$ cat src/rtl/aesl_deadlock_idx0_monitor.sv
// Deadlock monitor for sequential region 0: merges stall, idle and child-block flags into a persistence-filtered block.
// Optional build macro DEADLOCK_MONITOR_STICKY_EN latches block until reset.
module aesl_deadlock_idx0_monitor #(
    parameter int AXIS_N       = 2,
    parameter int INST_N       = 3,
    parameter int BLK_N        = 1,
    parameter int BLOCK_THRESH = 4
) (
    input  logic              clock,
    input  logic              reset,
    input  logic [AXIS_N-1:0] axis_block_sigs,
    input  logic [INST_N-1:0] inst_idle_sigs,
    input  logic [BLK_N-1:0]  inst_block_sigs,
    output logic              block
);

    localparam int CNT_W = $clog2(BLOCK_THRESH) + 1;
    localparam logic [CNT_W-1:0] THRESH_C    = CNT_W'(BLOCK_THRESH);
    localparam logic [CNT_W:0]   THRESH_WIDE = (CNT_W + 1)'(BLOCK_THRESH);

    logic [AXIS_N-1:0] axis_clean;
    logic [INST_N-1:0] idle_clean;
    logic [BLK_N-1:0]  blk_clean;
    logic [AXIS_N-1:0] stall;
    logic              raw_block;

    logic [CNT_W-1:0] cnt_reg, cnt_next;
    logic [CNT_W:0]   cnt_inc;
    logic             thresh_hit;
    logic             block_reg, block_next;

    // Only a definite 1 counts; unknown input bits fall back to 0.
    genvar gi;
    generate
        for (gi = 0; gi < AXIS_N; gi++) begin : g_axis
            assign axis_clean[gi] = (axis_block_sigs[gi] === 1'b1);
            assign stall[gi]      = axis_clean[gi] & ~idle_clean[gi+1];
        end
        for (gi = 0; gi < INST_N; gi++) begin : g_idle
            assign idle_clean[gi] = (inst_idle_sigs[gi] === 1'b1);
        end
        for (gi = 0; gi < BLK_N; gi++) begin : g_blk
            assign blk_clean[gi] = (inst_block_sigs[gi] === 1'b1);
        end
    endgenerate

    assign raw_block  = ~idle_clean[0] & ((|stall) | (|blk_clean));
    assign cnt_inc    = {1'b0, cnt_reg} + 1'b1;
    assign thresh_hit = (cnt_inc >= THRESH_WIDE);

    always_comb begin
        cnt_next   = '0;
        block_next = 1'b0;
        if (raw_block) begin
            cnt_next   = thresh_hit ? THRESH_C : cnt_inc[CNT_W-1:0];
            block_next = thresh_hit;
        end
`ifdef DEADLOCK_MONITOR_STICKY_EN
        if (block_reg) begin
            cnt_next   = THRESH_C;
            block_next = 1'b1;
        end
`endif
    end

    always_ff @(posedge clock or posedge reset) begin
        if (reset) begin
            cnt_reg   <= '0;
            block_reg <= 1'b0;
        end else begin
            cnt_reg   <= cnt_next;
            block_reg <= block_next;
        end
    end

    assign block = block_reg;

`ifndef SYNTHESIS
    logic warned_reg;

    always_ff @(posedge clock or posedge reset) begin
        if (reset) begin
            warned_reg <= 1'b0;
        end else if (!warned_reg &&
                     $isunknown({axis_block_sigs, inst_idle_sigs, inst_block_sigs})) begin
            $warning("aesl_deadlock_idx0_monitor: X/Z on monitor inputs treated as 0");
            warned_reg <= 1'b1;
        end
    end
`endif

endmodule

$ cat config.mk
export PLATFORM = sky130hd
export DESIGN_NAME = aesl_deadlock_idx0_monitor
export DESIGN_NICKNAME = d
export VERILOG_FILES = /design/src/rtl/aesl_deadlock_idx0_monitor.sv
export SDC_FILE = /design/constraint.sdc
export NUM_CORES = 1
export LEC_CHECK = 0
export CAP_MARGIN = 25
export CORE_AREA = 2 2 39 41
export DETAILED_ROUTE_END_ITERATION = 10
export DIE_AREA = 0 0 41 43
export REMOVE_ABC_BUFFERS = 1
export SLEW_MARGIN = 15
export SYNTH_ARGS = -nofsm -noshare
export SYNTH_HDL_FRONTEND = slang
export SYNTH_SLANG_ARGS = --single-unit
$ cat constraint.sdc
create_clock -name clock -period 1.6 [get_ports clock]
set_clock_uncertainty 0.05 [all_clocks]
set_input_delay 0.16 -clock clock [delete_from_list [all_inputs] [get_ports clock]]
set_output_delay 0.16 -clock clock [all_outputs]
set_load 0.01 [all_outputs]
Word-level counts from Yosys, hierarchy flattened
Cells that the tools add are included.
{ "op_classes": {"reduce_logical": 1, "order_cmp": 1, "addsub": 1, "n_mux": 3, "eq_ne": 6, "bitwise": 7} }
{ "op_table": {"columns": ["operator", "count"], "rows": [
  ["case equality test 1 bit, second input constant", 6],
  ["two-way mux 3 bit", 2],
  ["adder 3 x 1 -> 4 bit, second input constant", 1],
  [">= comparator 4 x 3 -> 1 bit, second input constant", 1],
  ["bitwise AND 1 bit", 3],
  ["NOT 1 bit", 3],
  ["OR reduction 2 bit", 1],
  ["two-way mux 1 bit", 1],
  ["OR 1 bit", 1]
]} }
{ "totals": {"word_cells": 21, "out_inout_bits": 1, "reg_bits": 4, "inputBits": 8} }

Depth between registers and ports, before layout
Gate-level depths: netlist (run 1).
{ "logic_depth": {"ltp_word": 7, "depth_mapped": 4, "mapped_depth_nobuf": 4} }

Worst setup path before layout (run 1)
No wires, ideal clock.
{ "synth_timing": {"path_type": "register to register", "start": "reg cnt_reg[0]", "end": "reg block_reg, in the netlist block", "arrival_time_ns": 0.976, "period_less_slack_ns": 1.099, "path_slack_ns": 0.501, "setup_time_ns": 0.073, "t_required_ns": 1.477, "path_buffers": 0, "stages_incl_launch_ff": 5, "cell_sequence": "dfrtp_1 > ha_1 > and2_1 > a21oi_2 > nor2b_1"} }
{ "synth_between": {"elab_chain_len": 3} }
{ "synth_lines": {"columns": ["item", "line", "rtl"], "rows": [
  ["start, declared", "27", "logic [CNT_W-1:0] cnt_reg, cnt_next;"],
  ["start signal, assigned", "71", "cnt_reg <= cnt_next;"],
  ["adder 3 x 1 -> 4 bit", "48", "assign cnt_inc = {1'b0, cnt_reg} + 1'b1;"],
  [">= comparator 4 x 3 -> 1 bit", "49", "assign thresh_hit = (cnt_inc >= THRESH_WIDE);"],
  ["two-way mux 1 bit", "54", "if (raw_block) begin"],
  ["net block_next", "30", "logic block_reg, block_next;"],
  ["end signal, assigned", "72", "block_reg <= block_next;"],
  ["end, declared", "30", null]
]} }
The timed path passes the listed nets, and every way through them passes these cells.

Final worst setup path (run 1)
{ "layout_timing": {"start": "reg block_reg, in the netlist block", "end": "out block"} }
{ "layout_lines": {"columns": ["item", "line", "rtl"], "rows": [
  ["end, declared", "14", "output logic block"]
]} }
No word-level cell between the ends.

==> results of run 1 <==
-- stage by stage --
| stage | utilization, % | std cells |
|---|---|---|
| 3_5_place_dp | 22.2 | 42 |
| 4_1_cts | 23.8 | 45 |
| 3_3_place_gp | 22.2 | 42 |
| 6_report | 23.8 | 45 |
| 5_1_grt | 23.8 | 45 |
| 2_1_floorplan | - | 18 |
-- path summary, 6_finish.rpt --
path                             from  slack, ns  cells past startpoint          to
setup / recovery                block       0.31                      1       block
hold / removal                  reset       0.06                      2  cnt_reg[2]
setup reg to reg           cnt_reg[0]       0.37                      4       block
hold reg to reg            cnt_reg[2]       0.40                      1  cnt_reg[0]
max in group asynchronous       reset       1.29                      2  cnt_reg[1]
min in group clock         cnt_reg[2]       0.40                      1  cnt_reg[0]
-- placed cells by master (no fill, tap or decap), drive strengths merged --
cell / instances
ha: 1
nor2: 1
inv: 2
a21oi: 1
nand2: 1
o31ai: 1
and2: 1
nor2b: 4
nor3b: 1
clkbuf: 3
clkdlybuf4s50: 8
nor3: 1
dfrtp: 4
-- layout make-up --
| type | count | area [um2] |
|---|---|---|
| repair buffers | 8 | 80.1 |
| fillers | 157 | 1050 |
| well taps | 16 | 20.0 |
| flip-flops and latches | 4 | 100 |
| clock buffers | 3 | 22.5 |
| multi-input cells | 12 | 98.8 |
| inverters | 2 | 7.51 |
-- power breakdown --
part           leakage [nW]   total, W  switching [W]  internal, W
combinational        0.0744  0.0000406      0.0000144    0.0000262
clock                0.0138   0.000124      0.0000398    0.0000838
sequential           0.0542   0.000111     0.00000343     0.000107
total                 0.142   0.000275      0.0000576     0.000217
-- cells by family (layout without fill, tap and decap cells) --
family                     count (synthesis)  count (layout)  share of synthesized area [%]
DFF                                        4               4                           48.5
buffers and inverters                      2              13                           3.64
and+or+nand+nor                            9               9                           27.3
adders and majority gates                  1               1                           6.06
AOI/OAI and AO/OA                          2               2                           14.5
-- per-layer routing --
| metal | up-vias | global-route usage [%] | routed length [um] | part of all wire [%] |
|---|---|---|---|---|
| met1 | 70 | 3.91 | 111 | 30 |
| li1 | 80 | - | - | - |
| met2 | 7 | 8.75 | 227 | 62 |
| met3 | 0 | 1.57 | 25 | 6.9 |
| met5 | - | 0 | 0 | 0 |
| met4 | 0 | 10.0 | 0 | 0 |
==> impl_results.md, run 1 <==
- Status: completed
- Final net count: 40
- Highest clock frequency the design can meet: around 0.77 GHz
- P_leak: between 0.1 and 0.15 nW
- Peak fanout along the critical path: 1
- Total number of vias: 157
- Worst slack at placement: 0.339 ns
- Number of storage elements in the synthesis netlist: 4
- Die outline height: between 40 and 50 um
- Detailed Route WL: between 300 and 400 um
- Placed wire-length estimate: 324 um
- Overall global routing resource usage: about 6%
- Critical Path Sink Type: primary output
- Post-synthesis sequential area ratio: 48.5%
- Buffers & Inverters on Critical Path: 1
- DRC violations left: 0
- Post-route antenna net violation count: 0
- Worst path slowest cell: clkdlybuf4s50_1
- Ranking of synthesized cells by area: dfrtp_1 (48%), o31ai_4 (10%), nor2b_2 (8.5%), ha_1 (6.1%), nor2b_1 (6.1%)
- YS warnings: 0
- Vias in the first global route: 155
- Pwr Density: about 840 mW/mm2
- Largest net degree at the start of global routing: 5
- CTS resizes: 0
- Final critical-path required period: ~1.3 ns
- Tightest Pin Transition: 0.240 ns
- Total congestion overflow: 0
- Initial drt markers: 4
- Period utilisation layout: between 80 and 90%
- Number of H-tree levels: 1
- Max Buffers Root-to-Sink: 2
- Setup Total Neg Slack: 0 ns
- Count of flip-flops with a built-in enable after synthesis: 0
- Fraction of synthesized cell area taken by the top area cell type: around half
- Clock latency on the worst-skew pair: 0.23 ns
- Die Outline Area: ~0.0018 mm2
- Proportion of register bits with asynchronous set or reset after synthesis: 100%
- Post-synthesis instance area: slightly above 200 um2
- Top flip-flop cell by instance count after synthesis: dfrtp_1
- Gate family responsible for the most delay along the worst path: buffers and inverters
- Cell at the root of the clock tree: clkbuf_4
- Core Area: roughly 0.0014 mm2
- RSZ-0062 raised after global routing: no
- Most instantiated library cell after synthesis: dfrtp_1
- Clock-pin slew on the worst setup and hold paths: approximately 0.040 ns
- Setup CP Type: register to primary output
- Slowest Stage Delay on Critical Path: between 0.5 and 0.6 ns
- Initial Utilization: 14.9%
- Hold/Removal Path Class: input pin to async pin
- DIE WIDTH: a little over 40 um
- Slew margin rel.: between 80% and 90%
- Number of iterations in the first detailed-routing pass: 2
- Max-capacitance violation count: 0
- Post-synthesis to final-layout area growth: 59.4%
- Fin. Hold Viols: 0
- Required time at the endpoint of the critical path: 1.39 ns
- Via density per instance: approximately 3.5
- IO Pins: 9
- Port Buffers: 8
- Cell breakdown of the critical path: clkdlybuf4s50_1
- Number of buffers inserted by hold repair at cts: 0
- Arrival time of data at the critical path endpoint: around 1.1 ns
- Post-synthesis cell type count: 12
- Max FFs per register: 3
- Synth Instances: 18
- Max-slew violation count: 0
- Fraction of layout cells with a size suffix above 1: between 20% and 30%
- Least setup slack across all paths after layout: roughly 0.31 ns
- Total placed instance area: between 300 and 400 um2
- Post-synthesis area per instance: ~11 um2
- Final count of negative-setup-slack endpoints: 0
- Number of antenna violations at the first check in global routing: 0
- WL per Instance: about 8.1 um
- First-pass GRT wire length: 565 um
- Number of post-CTS setup repair buffers: 0
- Total chip power: 0.000275 W
- Routability-driven placement congestion ratio: ~0.62
- Number of clock sinks: 4
- Clock tree from TritonCTS: built
- Cell types with the highest counts after synthesis: dfrtp_1 (4), inv_1 (2), nor2b_1 (2), nor2b_2 (2)
- Row count: 14
- Worst Hold Margin: around 0.058 ns
- Post-synthesis cell type with the largest combined area: dfrtp_1
- Number of antenna cells inserted: 0
- Worst IR Drop VDD: around 0.28 mV
- CTS Buf Count: 3
- Startpoint types: register
- Post-Layout Inst Area: roughly 330 um2
No activity file was read; power rests on OpenSTA's default activity.
==> run 2: changes to the inputs <==
==> constraint.sdc (replaced) <==
create_clock -name clock -period 1.05 [get_ports clock]
set_clock_uncertainty 0.05 [all_clocks]
set_input_delay 0.105 -clock clock [delete_from_list [all_inputs] [get_ports clock]]
set_output_delay 0.105 -clock clock [all_outputs]
set_load 0.01 [all_outputs]
==> run 2 against run 1 <==
Combinational power grew 79%. Utilization grew 1.9 points. Final area up 8.0%. Clock power increased by 50%. First-iteration DRC count fell by 75%. Critical path type is now register to register. Worst hold slack got worse by 0.049 ns. The run now ends with negative setup slack left. Clock-buffer cell count unchanged. Worst setup slack lost 0.37 ns. Power rose by 55%. Via count up 7.0%. Non-clock buffer count rose by 1. Global-route usage rose by 0.39 points.
==> impl_results.md, run 2 (same netlist as run 1, synthesis figures left out) <==
- Status: complete, but fails checks (was completed)
- Failing checks: negative setup slack
- Port Buffers: 8 (unchanged)
- Initial Utilization: 14.9% (unchanged)
- Peak fanout along the critical path: 3 (was 1)
- Clock-pin slew on the worst setup and hold paths: 0.04 ns (about the same)
- Logic depth of the worst register-to-register path: 4 (unchanged)
- Post-Layout Inst Area: 355 um2 (was 329 um2)
- Number of clock sinks: 4 (unchanged)
- Post-synthesis to final-layout area growth: 72.1% (was 59.4%)
- RSZ-0062 raised after global routing: yes (was no)
- Initial drt markers: 1 (was 4)
- Max-slew violation count: 0 (unchanged)
- Placed wire-length estimate: 286 um (was 324 um)
- Fin. Hold Viols: 0 (unchanged)
- Total chip power: 0.000427 W (was 0.000275 W)
- Cell at the root of the clock tree: clkbuf_4 (unchanged)
- Routability-driven placement congestion ratio: 0.633 (was 0.618)
- Vias in the first global route: 177 (was 155)
- IO Pins: 9 (unchanged)
- Number of antenna cells inserted: 0 (unchanged)
- First-pass GRT wire length: 634 um (was 565 um)
- Total congestion overflow: 0 (unchanged)
- Overall global routing resource usage: 6.24% (was 5.85%)
- P_leak: 0.156 nW (was 0.142 nW)
- Die outline height: 43 um (unchanged)
- DRC violations left: 0 (unchanged)
- Final count of negative-setup-slack endpoints: 3 (was 0)
- WL per Instance: 7.74 um (was 8.09 um)
- Setup CP Type: register to register (was register to primary output)
- Required time at the endpoint of the critical path: 1.16 ns (was 1.39 ns)
- Total placed instance area: 314 um2 (was 307 um2)
- Detailed Route WL: 356 um (was 364 um)
- Clock tree from TritonCTS: built (unchanged)
- Worst IR Drop VDD: 0.516 mV (was 0.282 mV)
- Hold/Removal Path Class: input pin to async pin (unchanged)
- Die Outline Area: 0.00176 mm2 (unchanged)
- Pwr Density: 1200 mW/mm2 (was 835 mW/mm2)
- Post-route antenna net violation count: 0 (unchanged)
- Final critical-path required period: 1.11 ns
- Slew margin rel.: 82.4% (was 84.0%)
- CTS Buf Count: 3 (unchanged)
- Max Buffers Root-to-Sink: 2 (unchanged)
- Row count: 14 (unchanged)
- DIE WIDTH: 41 um (unchanged)
- Largest net degree at the start of global routing: 5 (unchanged)
- Number of antenna violations at the first check in global routing: 0 (unchanged)
- Final net count: 41 (was 40)
- Period utilisation layout: 106%
- Fraction of layout cells with a size suffix above 1: 40.0% (was 24.1%)
- Clock latency on the worst-skew pair: 0.23 ns (about the same)
- Critical Path Sink Type: register (was primary output)
- Total number of vias: 168 (was 157)
- Number of post-CTS setup repair buffers: 0 (unchanged)
- Highest clock frequency the design can meet: 0.897 GHz
- Number of H-tree levels: 1 (unchanged)
- Commonest cells after routing, fill and taps aside: clkdlybuf4s50_1 (7), dfrtp_1 (4), clkbuf_4 (3) (was clkdlybuf4s50_1 (8), dfrtp_1 (4), clkbuf_4 (3))
- Tightest Pin Transition: 0.264 ns (was 0.240 ns)
- Leading cell type in the layout, fill and taps excluded: clkdlybuf4s50_1 (unchanged)
- Max-capacitance violation count: 0 (unchanged)
- Via density per instance: 3.65 (was 3.49)
- Core Area: 0.00138 mm2 (unchanged)
- Arrival time of data at the critical path endpoint: 1.22 ns (was 1.08 ns)
- Least setup slack across all paths after layout: -0.0649 ns (was 0.308 ns)
- Number of iterations in the first detailed-routing pass: 2 (unchanged)
- Max FFs per register: 3 (unchanged)
- Startpoint types: register (unchanged)
-- run 2: final cells by class --
type | count | area [um2]
Fill cell | 143 | 1030
Inverter | 2 | 7.51
Sequential cell | 4 | 100
Tap cell | 16 | 20.0
Timing Repair Buffer | 9 | 86.3
Multi-Input combinational cell | 12 | 119
Clock buffer | 3 | 22.5
-- run 2: metal layers --
metal  vias up  GRT usage [%]  wire length [um]
met2         9           8.13               198
met3         0           4.71                31
li1         83              -                 -
met1        76           4.85               126
met4         0           8.00                 0
met5         -              0                 0
-- run 2: metrics by stage --
stage                     instances  util, %  setup WS, ns  setup TNS [ns]  hold slack [ns]
after floorplan                  18        -       -0.0490          -0.135           -0.179
after global placement           43     22.7        -0.141          -0.550            0.250
after detailed placement         43     22.7        -0.154          -0.600            0.250
after CTS                        46     25.3       -0.0598          -0.145         0.000309
after global routing             46     25.7        -0.104          -0.271           0.0321
final                            46     25.7       -0.0649          -0.155          0.00814
-- run 2: final timing paths --
path,startpoint,end,slack (ns)
max in group asynchronous,reset,block,0.78
max reg2reg,cnt_reg[1],block,-0.06
min in group clock,cnt_reg[2],cnt_reg[0],0.43
min reg2reg,cnt_reg[2],cnt_reg[0],0.43
max,cnt_reg[1],block,-0.06
min,reset,cnt_reg[1],0.008
-- run 2: power breakdown --
part | leakage (nW) | internal, W | switching (W) | total (W)
logic | 0.0876 | 0.0000466 | 0.0000259 | 0.0000726
registers | 0.0542 | 0.000163 | 0.00000464 | 0.000168
clock network | 0.0138 | 0.000127 | 0.0000586 | 0.000186
-- run 2: worst max-delay path: stages (launching register included) --
cell	delay [ns]
dfrtp_1	0.37
ha_2	0.19
and2_4	0.14
a21oi_4	0.14
nor2b_1	0.14
-- run 2: repair_timing --
| action | CTS | global route |
|---|---|---|
| pin swaps | 2 | 0 |
| endpoints found under the hold margin | 0 | 0 |
| hold buffers | 0 | 0 |
| resized for setup | 5 | 1 |
| setup endpoints to repair | 4 | 3 |
==> run 3: changes to the inputs <==
--- a/config.mk
+++ b/config.mk
@@ -5,10 +5,12 @@
 export SDC_FILE = /design/constraint.sdc
 export NUM_CORES = 1
 export LEC_CHECK = 0
+export ABC_CLOCK_PERIOD_IN_PS = 1050
 export CAP_MARGIN = 25
 export CORE_AREA = 2 2 39 41
 export DETAILED_ROUTE_END_ITERATION = 10
 export DIE_AREA = 0 0 41 43
+export PLACE_DENSITY = 0.45
 export REMOVE_ABC_BUFFERS = 1
 export SLEW_MARGIN = 15
 export SYNTH_ARGS = -nofsm -noshare
==> run 3 against run 2 <==
The flow still finishes with violations (negative setup slack). Power increased by 2.5%. Critical path depth stayed put. Die area unchanged. Global-route usage up 0.40 points. Sequential power hardly changed. Worst hold slack better by 0.0032 ns. Non-clock buffer count did not move. Worst setup slack improved by 0.0081 ns. Largest power group unchanged. Final area is 5.3% higher.
==> impl_results.md, run 3 (same netlist as run 1, synthesis figures left out) <==
- Max-slew violation count: 0 (unchanged)
- Buffers & Inverters on Critical Path: 0 (unchanged)
- DIE WIDTH: 41 um (unchanged)
- Largest net degree at the start of global routing: 5 (unchanged)
- Cell at the root of the clock tree: clkbuf_4 (unchanged)
- Worst slack at placement: -0.143 ns (was -0.154 ns)
- Pwr Density: 1170 mW/mm2 (was 1200 mW/mm2)
- RSZ-0062 raised after global routing: yes (unchanged)
- Clock latency on the worst-skew pair: 0.23 ns (about the same)
- Total number of vias: 174 (was 168)
- Max-capacitance violation count: 0 (unchanged)
- Status: complete, but fails checks (unchanged)
- Number of post-CTS setup repair buffers: 0 (unchanged)
- Final critical-path required period: 1.11 ns (about the same)
- Critical Path Sink Type: register (unchanged)
- Total congestion overflow: 0 (unchanged)
- Final count of negative-setup-slack endpoints: 3 (unchanged)
- Required time at the endpoint of the critical path: 1.17 ns (was 1.16 ns)
- Cell breakdown of the critical path: ha_4 > and2_4 > a21oi_4 > nor2b_4 (was ha_2 > and2_4 > a21oi_4 > nor2b_1)
- DRC violations left: 0 (unchanged)
- Total placed instance area: 314 um2 (unchanged)
- P_leak: 0.153 nW (was 0.156 nW)
- Slowest Stage Delay on Critical Path: 0.40 ns (was 0.37 ns)
- Via density per instance: 3.78 (was 3.65)
- First-pass GRT wire length: 703 um (was 634 um)
- Post-Layout Inst Area: 374 um2 (was 355 um2)
- Final net count: 41 (unchanged)
- Port Buffers: 8 (unchanged)
- Failing checks: negative setup slack (unchanged)
- Hold/Removal Path Class: input pin to async pin (unchanged)
- Least setup slack across all paths after layout: -0.0568 ns (was -0.0649 ns)
- Period utilisation layout: 105% (was 106%)
- Number of iterations in the first detailed-routing pass: 2 (unchanged)
- Worst path slowest cell: dfrtp_1 (unchanged)
- Overall global routing resource usage: 6.64% (was 6.24%)
- Max Buffers Root-to-Sink: 2 (unchanged)
- IO Pins: 9 (unchanged)
- Number of antenna violations at the first check in global routing: 0 (unchanged)
- Fill cell count: 156 (was 143)
- Tightest Pin Transition: 0.295 ns (was 0.264 ns)
- Detailed Route WL: 413 um (was 356 um)
- Die Outline Area: 0.00176 mm2 (unchanged)
- Vias in the first global route: 189 (was 177)
- Core Area: 0.00138 mm2 (unchanged)
- Worst IR Drop VDD: 0.452 mV (was 0.516 mV)
- Initial drt markers: 1 (unchanged)
- Setup CP Type: register to register (unchanged)
- Fraction of layout cells with a size suffix above 1: 40.0% (unchanged)
- Post-route antenna net violation count: 0 (unchanged)
- Post-synthesis to final-layout area growth: 81.2% (was 72.1%)
- Clock tree from TritonCTS: built (unchanged)
- Placed wire-length estimate: 332 um (was 286 um)
- CTS Buf Count: 3 (unchanged)
- Number of H-tree levels: 1 (unchanged)
- Routability-driven placement congestion ratio: 0.630 (was 0.633)
- Highest clock frequency the design can meet: 0.904 GHz (was 0.897 GHz)
- Die outline height: 43 um (unchanged)
- Max FFs per register: 3 (unchanged)
- Peak fanout along the critical path: 3 (unchanged)
- WL per Instance: 8.98 um (was 7.74 um)
- Row count: 14 (unchanged)
- Fin. Hold Viols: 0 (unchanged)
- Clock-pin slew on the worst setup and hold paths: 0.04 ns (about the same)
- Commonest cells after routing, fill and taps aside: clkdlybuf4s50_1 (7), dfrtp_1 (4), clkbuf_4 (3), nor2b_2 (2), inv_1 (2) (was clkdlybuf4s50_1 (7), dfrtp_1 (4), clkbuf_4 (3))
- Startpoint types: register (unchanged)
- Number of clock sinks: 4 (unchanged)
- Setup Total Neg Slack: -0.142 ns (was -0.155 ns)
- Arrival time of data at the critical path endpoint: 1.22 ns (about the same)
- Leading cell type in the layout, fill and taps excluded: clkdlybuf4s50_1 (unchanged)
- Slew margin rel.: 80.3% (was 82.4%)
- Number of antenna cells inserted: 0 (unchanged)
- Gate family responsible for the most delay along the worst path: flip-flops (unchanged)
- Initial Utilization: 14.9% (unchanged)
[run 3: changes by cell type in the layout (fill, tap and decap cells not counted), sizes merged]
cell | previous run | this run
dlygate4sd2 | 1 | 0
clkdlybuf4s15 | 0 | 1
[run 3: path summary, 6_finish.rpt]
| kind | start | end | slack, ns | depth (start not counted) |
|---|---|---|---|---|
| setup / recovery | cnt_reg[1] | cnt_reg[2] | -0.06 | 4 |
| hold / removal | reset | block | 0.01 | 2 |
| setup reg to reg | cnt_reg[1] | cnt_reg[2] | -0.06 | 4 |
| hold reg to reg | cnt_reg[2] | cnt_reg[0] | 0.47 | 1 |
| max in group asynchronous | reset | cnt_reg[1] | 0.79 | 2 |
| min in group clock | cnt_reg[2] | cnt_reg[0] | 0.47 | 1 |
[run 3: what timing repair did]
| action | in CTS | in global routing |
|---|---|---|
| pin swaps | 2 | 0 |
| setup endpoints to repair | 4 | 4 |
| resized for setup | 5 | 5 |
| hold buffers | 0 | 0 |
[run 3: per-stage QoR]
stage | power, W | hold slack [ns] | util (%) | cells
finish | 0.000437 | 0.0114 | 27.0 | 46
global route | 0.000467 | 0.0297 | 27.0 | 46
CTS | 0.000436 | 0.0117 | 25.3 | 46
detailed placement | 0.000239 | 0.256 | 22.7 | 43
global placement | 0.000237 | 0.259 | 22.7 | 43
floorplan | 0.000199 | -0.179 | - | 18
[run 3: where the power goes]
group	leakage, nW	switching [W]	internal, W
Combinational	0.0854	0.0000276	0.0000496
Clock	0.0138	0.0000609	0.000128
Sequential	0.0542	0.00000801	0.000163
Total	0.153	0.0000965	0.000341
[run 3: final cells by class]
cell class | instances | area (um2) | share of cell area [%]
clock buffer | 3 | 22.5 | 6.02
timing repair buffer | 9 | 87.6 | 23.4
tap | 16 | 20.0 | 5.35
sequential | 4 | 100 | 26.8
multi-input combinational | 12 | 136 | 36.5
inverter | 2 | 7.51 | 2.01
[run 3: per-layer routing]
metal	part of all wire, %	vias to the layer above	track usage [%]
met3	12	0	6.28
met5	0	-	0
met1	35	80	5.83
met4	0	0	4.00
met2	53	11	9.38
li1	-	83	-
[run 3: worst reg2reg max path, stage by stage, from the launching register on]
cell     delay, ns
dfrtp_1       0.40
ha_4          0.18
and2_4        0.14
a21oi_4       0.13
nor2b_4       0.15
